$ cat config.mk
export PLATFORM = sky130hd
export DESIGN_NAME = glitch_trigger_wb_flat
export DESIGN_NICKNAME = d
export VERILOG_FILES = /design/src/rtl/glitch_trigger_wb_pkg.sv /design/src/rtl/glitch_trigger_wb_if.sv /design/src/rtl/glitch_trigger_wb_trig_sync_edge.sv /design/src/rtl/glitch_trigger_wb.sv /design/src/flat_wrapper.sv
export SDC_FILE = /design/constraint.sdc
export NUM_CORES = 1
export LEC_CHECK = 0
export ABC_CLOCK_PERIOD_IN_PS = 6550
export BUFFER_PORTS_ARGS = -buffer_cell sky130_fd_sc_hd__buf_2
export CORE_AREA = 3 3 111 113
export DETAILED_ROUTE_END_ITERATION = 7
export DIE_AREA = 0 0 114 116
export HOLD_SLACK_MARGIN = 0.08
export SYNTH_ARGS = -nofsm -noshare
export SYNTH_HDL_FRONTEND = slang
export SYNTH_SLANG_ARGS = --single-unit
$ cat constraint.sdc
create_clock -name clk_i -period 6.55 [get_ports clk_i]
set_clock_uncertainty 0.15 [all_clocks]
set_input_delay 0.9825 -clock clk_i [delete_from_list [all_inputs] [get_ports clk_i]]
set_output_delay 0.9825 -clock clk_i [all_outputs]
set_load 0.01 [all_outputs]
$ cat src/rtl/glitch_trigger_wb_pkg.sv
// Shared constants for the glitch trigger unit: register map, command bits,
// edge-select encodings and FSM state codes.
package glitch_trigger_wb_pkg;

  // Register addresses (word address, bus bits 5:2)
  localparam logic [3:0] TRIG_CTRL     = 4'h8;
  localparam logic [3:0] TRIG_CFG      = 4'h9;
  localparam logic [3:0] TRIG_COUNT_0  = 4'hA;
  localparam logic [3:0] TRIG_COUNT_1  = 4'hB;
  localparam logic [3:0] TRIG_FIRE_CNT = 4'hC;

  // TRIG_CTRL write command bits
  localparam int CTRL_ARM   = 0;
  localparam int CTRL_ABORT = 1;
  localparam int CTRL_CLR   = 2;

  // TRIG_CFG EDGE field encodings
  localparam logic [1:0] EDGE_RISE  = 2'b00;
  localparam logic [1:0] EDGE_FALL  = 2'b01;
  localparam logic [1:0] EDGE_BOTH  = 2'b10;
  localparam logic [1:0] EDGE_LEVEL = 2'b11;

  // FSM state codes
  localparam logic [1:0] T_IDLE  = 2'd0;
  localparam logic [1:0] T_ARMED = 2'd1;
  localparam logic [1:0] T_FIRE  = 2'd2;

  // Target edge count for a run: level mode completes on the first event,
  // and N=0 would otherwise never match, so both collapse to 1.
  function automatic logic [15:0] shadow_count(input logic [15:0] n,
                                               input logic [1:0]  edge_mode);
    if (edge_mode == EDGE_LEVEL || n == 16'd0)
      return 16'd1;
    return n;
  endfunction

endpackage

$ cat src/rtl/glitch_trigger_wb_if.sv
// Wishbone slave bus bundle for the trigger unit (8-bit data, word address).
interface glitch_trigger_wb_if;
  logic [7:0] dat_i;
  logic [3:0] adr_i;
  logic [7:0] dat_o;
  logic       stb_i;
  logic       we_i;
  logic       ack_o;

  modport slave  (input dat_i, adr_i, stb_i, we_i, output dat_o, ack_o);
  modport master (output dat_i, adr_i, stb_i, we_i, input dat_o, ack_o);
endinterface

$ cat src/rtl/glitch_trigger_wb_trig_sync_edge.sv
// Synchroniser for the asynchronous trigger pin, a one-cycle history flop,
// and the edge-select mux that produces the qualifying event strobe.
module trig_sync_edge
  import glitch_trigger_wb_pkg::*;
#(
  parameter int SYNC_STAGES = 2
) (
  input  logic       clk_i,
  input  logic       rst_i,
  input  logic       trig_in,
  input  logic [1:0] edge_sel,
  output logic       level,
  output logic       trig_event
);

  logic [SYNC_STAGES-1:0] sync_reg;
  logic                   prev_reg;

  // Shift the pin through the synchroniser chain and keep last cycle's level
  always_ff @(posedge clk_i) begin
    if (rst_i) begin
      sync_reg <= '0;
      prev_reg <= 1'b0;
    end else begin
      sync_reg <= {sync_reg[SYNC_STAGES-2:0], trig_in};
      prev_reg <= sync_reg[SYNC_STAGES-1];
    end
  end

  assign level = sync_reg[SYNC_STAGES-1];

  // Pick which transition (or level) counts as an event
  always_comb begin
    trig_event = 1'b0;
    case (edge_sel)
      EDGE_RISE:  trig_event = level & ~prev_reg;
      EDGE_FALL:  trig_event = ~level & prev_reg;
      EDGE_BOTH:  trig_event = level ^ prev_reg;
      default:    trig_event = level;
    endcase
  end

endmodule

$ cat src/rtl/glitch_trigger_wb.sv
// Wishbone-mapped trigger unit: counts qualified edges on trig_in and issues
// a one-cycle glitch_start pulse to the glitcher once the count is reached.
module glitch_trigger_wb
  import glitch_trigger_wb_pkg::*;
#(
  parameter int SYNC_STAGES = 2
) (
  input  logic                 clk_i,
  input  logic                 rst_i,
  glitch_trigger_wb_if.slave   wb,
  input  logic                 trig_in,
  input  logic                 glitch_rdy,
  output logic                 glitch_start,
  output logic                 armed
);

  logic [1:0]  state_reg;
  logic [2:0]  cfg_reg;
  logic [15:0] count_reg;
  logic [15:0] shadow_reg;
  logic [15:0] cnt_reg;
  logic [1:0]  edge_reg;
  logic        missed_reg;
  logic        fired_reg;
  logic [7:0]  fire_cnt_reg;
  logic        ack_reg;
  logic [7:0]  dat_reg;
  logic [7:0]  rd_data;
  logic        level;
  logic        trig_event;
  logic        wb_access;
  logic        wb_wr;
  logic        arm_cmd;
  logic        abort_cmd;
  logic        clr_cmd;
  logic        fire_clr;

  trig_sync_edge #(.SYNC_STAGES(SYNC_STAGES)) u_sync (
    .clk_i      (clk_i),
    .rst_i      (rst_i),
    .trig_in    (trig_in),
    .edge_sel   (edge_reg),
    .level      (level),
    .trig_event (trig_event)
  );

  assign wb_access = wb.stb_i & ~ack_reg;
  assign wb_wr     = wb_access & wb.we_i;
  assign arm_cmd   = wb_wr && wb.adr_i == TRIG_CTRL && wb.dat_i[CTRL_ARM];
  assign abort_cmd = wb_wr && wb.adr_i == TRIG_CTRL && wb.dat_i[CTRL_ABORT];
  assign clr_cmd   = wb_wr && wb.adr_i == TRIG_CTRL && wb.dat_i[CTRL_CLR];
  assign fire_clr  = wb_wr && wb.adr_i == TRIG_FIRE_CNT;

  assign glitch_start = (state_reg == T_FIRE);
  assign armed        = (state_reg != T_IDLE);
  assign wb.ack_o     = ack_reg;
  assign wb.dat_o     = dat_reg;

  // Read mux; unmapped addresses read zero
  always_comb begin
    rd_data = 8'h00;
    case (wb.adr_i)
      TRIG_CTRL:     rd_data = {4'b0, level, fired_reg, missed_reg, armed};
      TRIG_CFG:      rd_data = {5'b0, cfg_reg};
      TRIG_COUNT_0:  rd_data = count_reg[7:0];
      TRIG_COUNT_1:  rd_data = count_reg[15:8];
      TRIG_FIRE_CNT: rd_data = fire_cnt_reg;
      default:       rd_data = 8'h00;
    endcase
  end

  // Single-cycle registered ack with read data captured on the same edge
  always_ff @(posedge clk_i) begin
    if (rst_i) begin
      ack_reg <= 1'b0;
      dat_reg <= 8'h00;
    end else begin
      ack_reg <= wb.stb_i & ~ack_reg;
      if (wb_access)
        dat_reg <= rd_data;
    end
  end

  // Configuration registers; only the next ARM picks up changes
  always_ff @(posedge clk_i) begin
    if (rst_i) begin
      cfg_reg   <= 3'b000;
      count_reg <= 16'h0000;
    end else if (wb_wr) begin
      case (wb.adr_i)
        TRIG_CFG:     cfg_reg          <= wb.dat_i[2:0];
        TRIG_COUNT_0: count_reg[7:0]   <= wb.dat_i;
        TRIG_COUNT_1: count_reg[15:8]  <= wb.dat_i;
        default:      ;
      endcase
    end
  end

  // Trigger FSM; later assignments give ARM, CLR and then ABORT priority
  always_ff @(posedge clk_i) begin
    if (rst_i) begin
      state_reg    <= T_IDLE;
      shadow_reg   <= 16'h0000;
      cnt_reg      <= 16'h0000;
      edge_reg     <= EDGE_RISE;
      missed_reg   <= 1'b0;
      fired_reg    <= 1'b0;
      fire_cnt_reg <= 8'h00;
    end else begin
      case (state_reg)
        T_ARMED: begin
          if (cnt_reg == shadow_reg) begin
            if (glitch_rdy) begin
              state_reg <= T_FIRE;
            end else begin
              missed_reg <= 1'b1;
              if (cfg_reg[2]) begin
                cnt_reg    <= 16'h0000;
                shadow_reg <= shadow_count(count_reg, cfg_reg[1:0]);
                edge_reg   <= cfg_reg[1:0];
              end else begin
                state_reg <= T_IDLE;
              end
            end
          end else if (trig_event) begin
            cnt_reg <= cnt_reg + 16'd1;
          end
        end
        T_FIRE: begin
          fired_reg <= 1'b1;
          if (fire_cnt_reg != 8'hFF)
            fire_cnt_reg <= fire_cnt_reg + 8'd1;
          if (cfg_reg[2]) begin
            state_reg  <= T_ARMED;
            cnt_reg    <= 16'h0000;
            shadow_reg <= shadow_count(count_reg, cfg_reg[1:0]);
            edge_reg   <= cfg_reg[1:0];
          end else begin
            state_reg <= T_IDLE;
          end
        end
        T_IDLE: ;
        default: state_reg <= T_IDLE;
      endcase

      if (arm_cmd) begin
        state_reg  <= T_ARMED;
        cnt_reg    <= 16'h0000;
        shadow_reg <= shadow_count(count_reg, cfg_reg[1:0]);
        edge_reg   <= cfg_reg[1:0];
        missed_reg <= 1'b0;
        fired_reg  <= 1'b0;
      end
      if (clr_cmd) begin
        missed_reg <= 1'b0;
        fired_reg  <= 1'b0;
      end
      if (abort_cmd)
        state_reg <= T_IDLE;
      if (fire_clr)
        fire_cnt_reg <= 8'h00;
    end
  end

endmodule

$ cat src/flat_wrapper.sv
// flat-port wrapper written by rule: the top's interface ports become plain ports
module glitch_trigger_wb_flat import glitch_trigger_wb_pkg::*;
#(
  parameter int SYNC_STAGES = 2
)
  (clk_i, rst_i, trig_in, glitch_rdy, glitch_start, armed, wb_dat_i, wb_adr_i, wb_stb_i, wb_we_i, wb_dat_o, wb_ack_o);
  glitch_trigger_wb_if wb_i ();
  input  logic clk_i;
  input  logic rst_i;
  input  logic trig_in;
  input  logic glitch_rdy;
  output logic glitch_start;
  output logic armed;
  input wire logic [$bits(wb_i.dat_i)-1:0] wb_dat_i;
  input wire logic [$bits(wb_i.adr_i)-1:0] wb_adr_i;
  input wire logic [$bits(wb_i.stb_i)-1:0] wb_stb_i;
  input wire logic [$bits(wb_i.we_i)-1:0] wb_we_i;
  output wire logic [$bits(wb_i.dat_o)-1:0] wb_dat_o;
  output wire logic [$bits(wb_i.ack_o)-1:0] wb_ack_o;
  assign wb_i.dat_i = wb_dat_i;
  assign wb_i.adr_i = wb_adr_i;
  assign wb_i.stb_i = wb_stb_i;
  assign wb_i.we_i = wb_we_i;
  assign wb_dat_o = wb_i.dat_o;
  assign wb_ack_o = wb_i.ack_o;
  glitch_trigger_wb #(.SYNC_STAGES(SYNC_STAGES)) u_core (.clk_i(clk_i), .rst_i(rst_i), .wb(wb_i), .trig_in(trig_in), .glitch_rdy(glitch_rdy), .glitch_start(glitch_start), .armed(armed));
endmodule
==> flow_metrics.tcl <==
set metrics [dict create \
    period_minus_slack_ns 3.29 \
    port_buffers 28 \
    p_clk_share_pct 50.4 \
    p_sw_mw 0.227 \
    synthCells 457 \
    numCtsBuffers 9 \
    start_util_pct 34.8 \
    holdPathStages 1 \
    dpl.hpwl_um 7030 \
    clock-sinks 77 \
    power_density_nw_per_um2 230 \
    n_antenna_cell 0 \
    tns_ns 0 \
    cts-root-buf "clkbuf_16" \
    hold_buffers 0 \
    max_stage_delay_ns 0.84 \
    critical_path.cell_chain "inv_1 > ha_1 > inv_1 > o41a_1 > nor2_1 > nor3_1 > o21ai_0" \
    power_mw 1.03 \
    rsz0062_at_grt "false" \
    worstRegToRegCells 7 \
    coreArea_um2 11400 \
    clk_pin_slew_worst_paths_ns 0.06 \
    viasPerCell 5.53 \
    synth_edf_count 0 \
    critPathLaunchType "flop" \
    grt_pass1_wl_um 16700 \
    worst-endpoint-required_ns 6.57 \
    cts_max_level 3 \
    clk_path_buf_depth 2 \
    intPower_mw 0.802 \
    pwr-share-seq_pct 45.9 \
    vias 3401 \
    cts_tree "yes" \
    yosys_warnings 0 \
    synth.distinct_cells 58 \
    gp_congestion 0.833 \
    swShare_pct 22.1 \
    path_class "flop to flop" \
    crit_top_cell "inv_1" \
    post_cts_resized 0 \
    die_w_um 114 \
    wire_per_inst_um 16.2 \
    holdCritPathClass "flop to flop" \
    yosys_most_used_dff "dfxtp_1" \
    netlist_area_um2 3970 \
    drtIter0Drc 227 \
    slowest_stage "o41a_1" \
    async_flop_share_pct 0 \
    ant_nets 0 \
    critical_path.max_fanout 26 \
    clock_latency_ns 0.34 \
    critical_path_depth 7 \
    post-route-drc-count 0 \
    ys_seq_area_share_pct 38.8 \
    mappedNetlistNets 482 \
    slew_violations 0 \
    grt_max_degree 60 \
    syn_avg_cell_area_um2 8.69 \
    ir_drop_mv 0.185 \
    finalWirelength_um 9940 \
    arrival_ns 3.32 \
    finalHoldViolCount 0 \
    setup_viol 0 \
    io_pins 29 \
    fillers 1178 \
    grt_pass1_vias 3241 \
    overflow 0 \
    die_area_um2 13200 \
    track_usage_pct 15.9 \
    drive_gt1_share_pct 11.4 \
    yosys_register_bits 77 \
    antenna_found_initial 0 \
    fin_util_pct 39.2 \
    fmax_mhz 303 \
    max_cap_violations 0 \
    std_cell_rows 39 \
    fin_nets 492 \
    status "completed" \
    fin_crit_sh_pct 50.3 \
    critPathBufInv 2 \
    max-slew-margin-rel_pct 16.0 \
    p_leak_nw 1.61 \
    worst_slew_pin_slew_ns 1.26 \
    path_delay_family "compound AO/OA/AOI/OAI gates" \
    end_kind "flop" \
    dr.pass1.iters 5 \
    area_growth_syn_to_layout_pct 12.8 \
    combPwrFrac_pct 3.8 \
    die_h_um 116 \
    post-cts-setup-buffers 0 \
]
-- kinds of logic after synthesis --
logic type / count (synthesis) / share of synthesized area, %
flops: 77 / 38.8
compound gates: 82 / 14.6
buf+inv: 43 / 4.54
xor+xnor: 20 / 4.60
fa+ha+maj: 7 / 2.21
mux: 44 / 11.2
simple gates: 184 / 24.1
-- worst paths after layout --
| kind | start | to | slack (ns) |
|---|---|---|---|
| setup / recovery | u_core.state_reg[0]$_SDFFE_PP0P_ | u_core.cnt_reg[0]$_SDFFE_PP0P_ | 3.26 |
| hold / removal | u_core.u_sync.sync_reg[0]$_SDFF_PP0_ | u_core.u_sync.sync_reg[1]$_SDFF_PP0_ | 0.29 |
| setup reg to reg | u_core.state_reg[0]$_SDFFE_PP0P_ | u_core.cnt_reg[0]$_SDFFE_PP0P_ | 3.26 |
| hold reg to reg | u_core.u_sync.sync_reg[0]$_SDFF_PP0_ | u_core.u_sync.sync_reg[1]$_SDFF_PP0_ | 0.29 |
-- cell usage after synthesis (all sizes together) (5+ instances only) --
master | number | area (um^2)
nand2b | 21 | 131
mux2i | 42 | 420
a222oi | 5 | 50.1
dfxtp | 77 | 1540
ha | 7 | 87.6
nand4 | 23 | 150
clkbuf | 20 | 75.1
nor2 | 48 | 180
nor3 | 11 | 55.1
a21oi | 19 | 95.1
nor4 | 5 | 46.3
o21ai | 10 | 50.0
nand2 | 39 | 146
xnor2 | 17 | 156
buf | 11 | 60.1
nand3 | 8 | 40.0
nor2b | 8 | 50.1
o211ai | 8 | 60.1
inv | 12 | 45.0
a31oi | 7 | 43.8
-- routing by layer --
metal	global-route usage [%]	part of all wire (%)	vias up
met5	0	0	-
met4	4.51	0.95	0
met3	3.92	6.3	9
met2	24.6	45	121
met1	22.1	47	1602
li1	-	-	1669
-- cells in the final DEF, fill, tap and decap left out, types with 2 or more instances in the layout --
| cell type | count |
|---|---|
| dfxtp_1 | 77 |
| clkbuf_8 | 2 |
| buf_2 | 28 |
| xor2_1 | 3 |
| clkbuf_16 | 9 |
| mux2i_1 | 42 |
| o211ai_1 | 8 |
| nand3b_1 | 2 |
| a2bb2oi_1 | 2 |
| ha_1 | 7 |
| inv_1 | 12 |
| or4_1 | 3 |
| nor3b_1 | 3 |
| nor2b_1 | 8 |
| a31oi_1 | 7 |
| a211oi_1 | 4 |
| nand2b_1 | 21 |
| nor2_1 | 48 |
| nor4_1 | 4 |
| nor3_1 | 11 |
| nand4_1 | 22 |
| nand3_1 | 8 |
| and3_1 | 4 |
| inv_6 | 2 |
| nand2_1 | 39 |
| a31o_2 | 2 |
| a22oi_1 | 3 |
| xnor2_1 | 16 |
| a222oi_1 | 5 |
| a41oi_1 | 3 |
| or3_1 | 4 |
| o21a_1 | 3 |
| buf_4 | 2 |
| o21ai_0 | 9 |
| a21o_1 | 3 |
| a21oi_1 | 19 |
| mux2_2 | 2 |
-- through the flow --
| stage | std cells | instance area (um^2) | hold WS [ns] | worst slack (ns) |
|---|---|---|---|---|
| 2_1_floorplan | 457 | 3970 | 0.264 | 3.51 |
| 3_3_place_gp | 599 | 4170 | 0.267 | 3.18 |
| 3_5_place_dp | 599 | 4170 | 0.272 | 3.14 |
| 4_1_cts | 615 | 4480 | 0.284 | 3.30 |
| 5_1_grt | 615 | 4480 | 0.309 | 2.99 |
| 6_report | 615 | 4480 | 0.287 | 3.26 |
-- power groups by stage --
| stage | clock network, mW | logic (mW) | registers [mW] |
|---|---|---|---|
| 6_report | 0.518 | 0.0386 | 0.472 |
| 5_1_grt | 0.550 | 0.0426 | 0.472 |
| 4_1_cts | 0.531 | 0.0385 | 0.472 |
| 3_5_place_dp | 0 | 0.0383 | 0.483 |
| 3_3_place_gp | 0 | 0.0380 | 0.483 |
| 2_1_floorplan | 0 | 0.0251 | 0.482 |
-- layout make-up --
class	count	area, um^2	area share (%)
clock inverters	4	52.6	1.17
flip-flops and latches	77	1540	34.4
clock buffers	12	256	5.73
multi-input cells	337	2250	50.2
well taps	143	179	4.00
repair buffers	30	155	3.46
inverters	12	45.0	1.01
(Power assumes the default switching activity.)
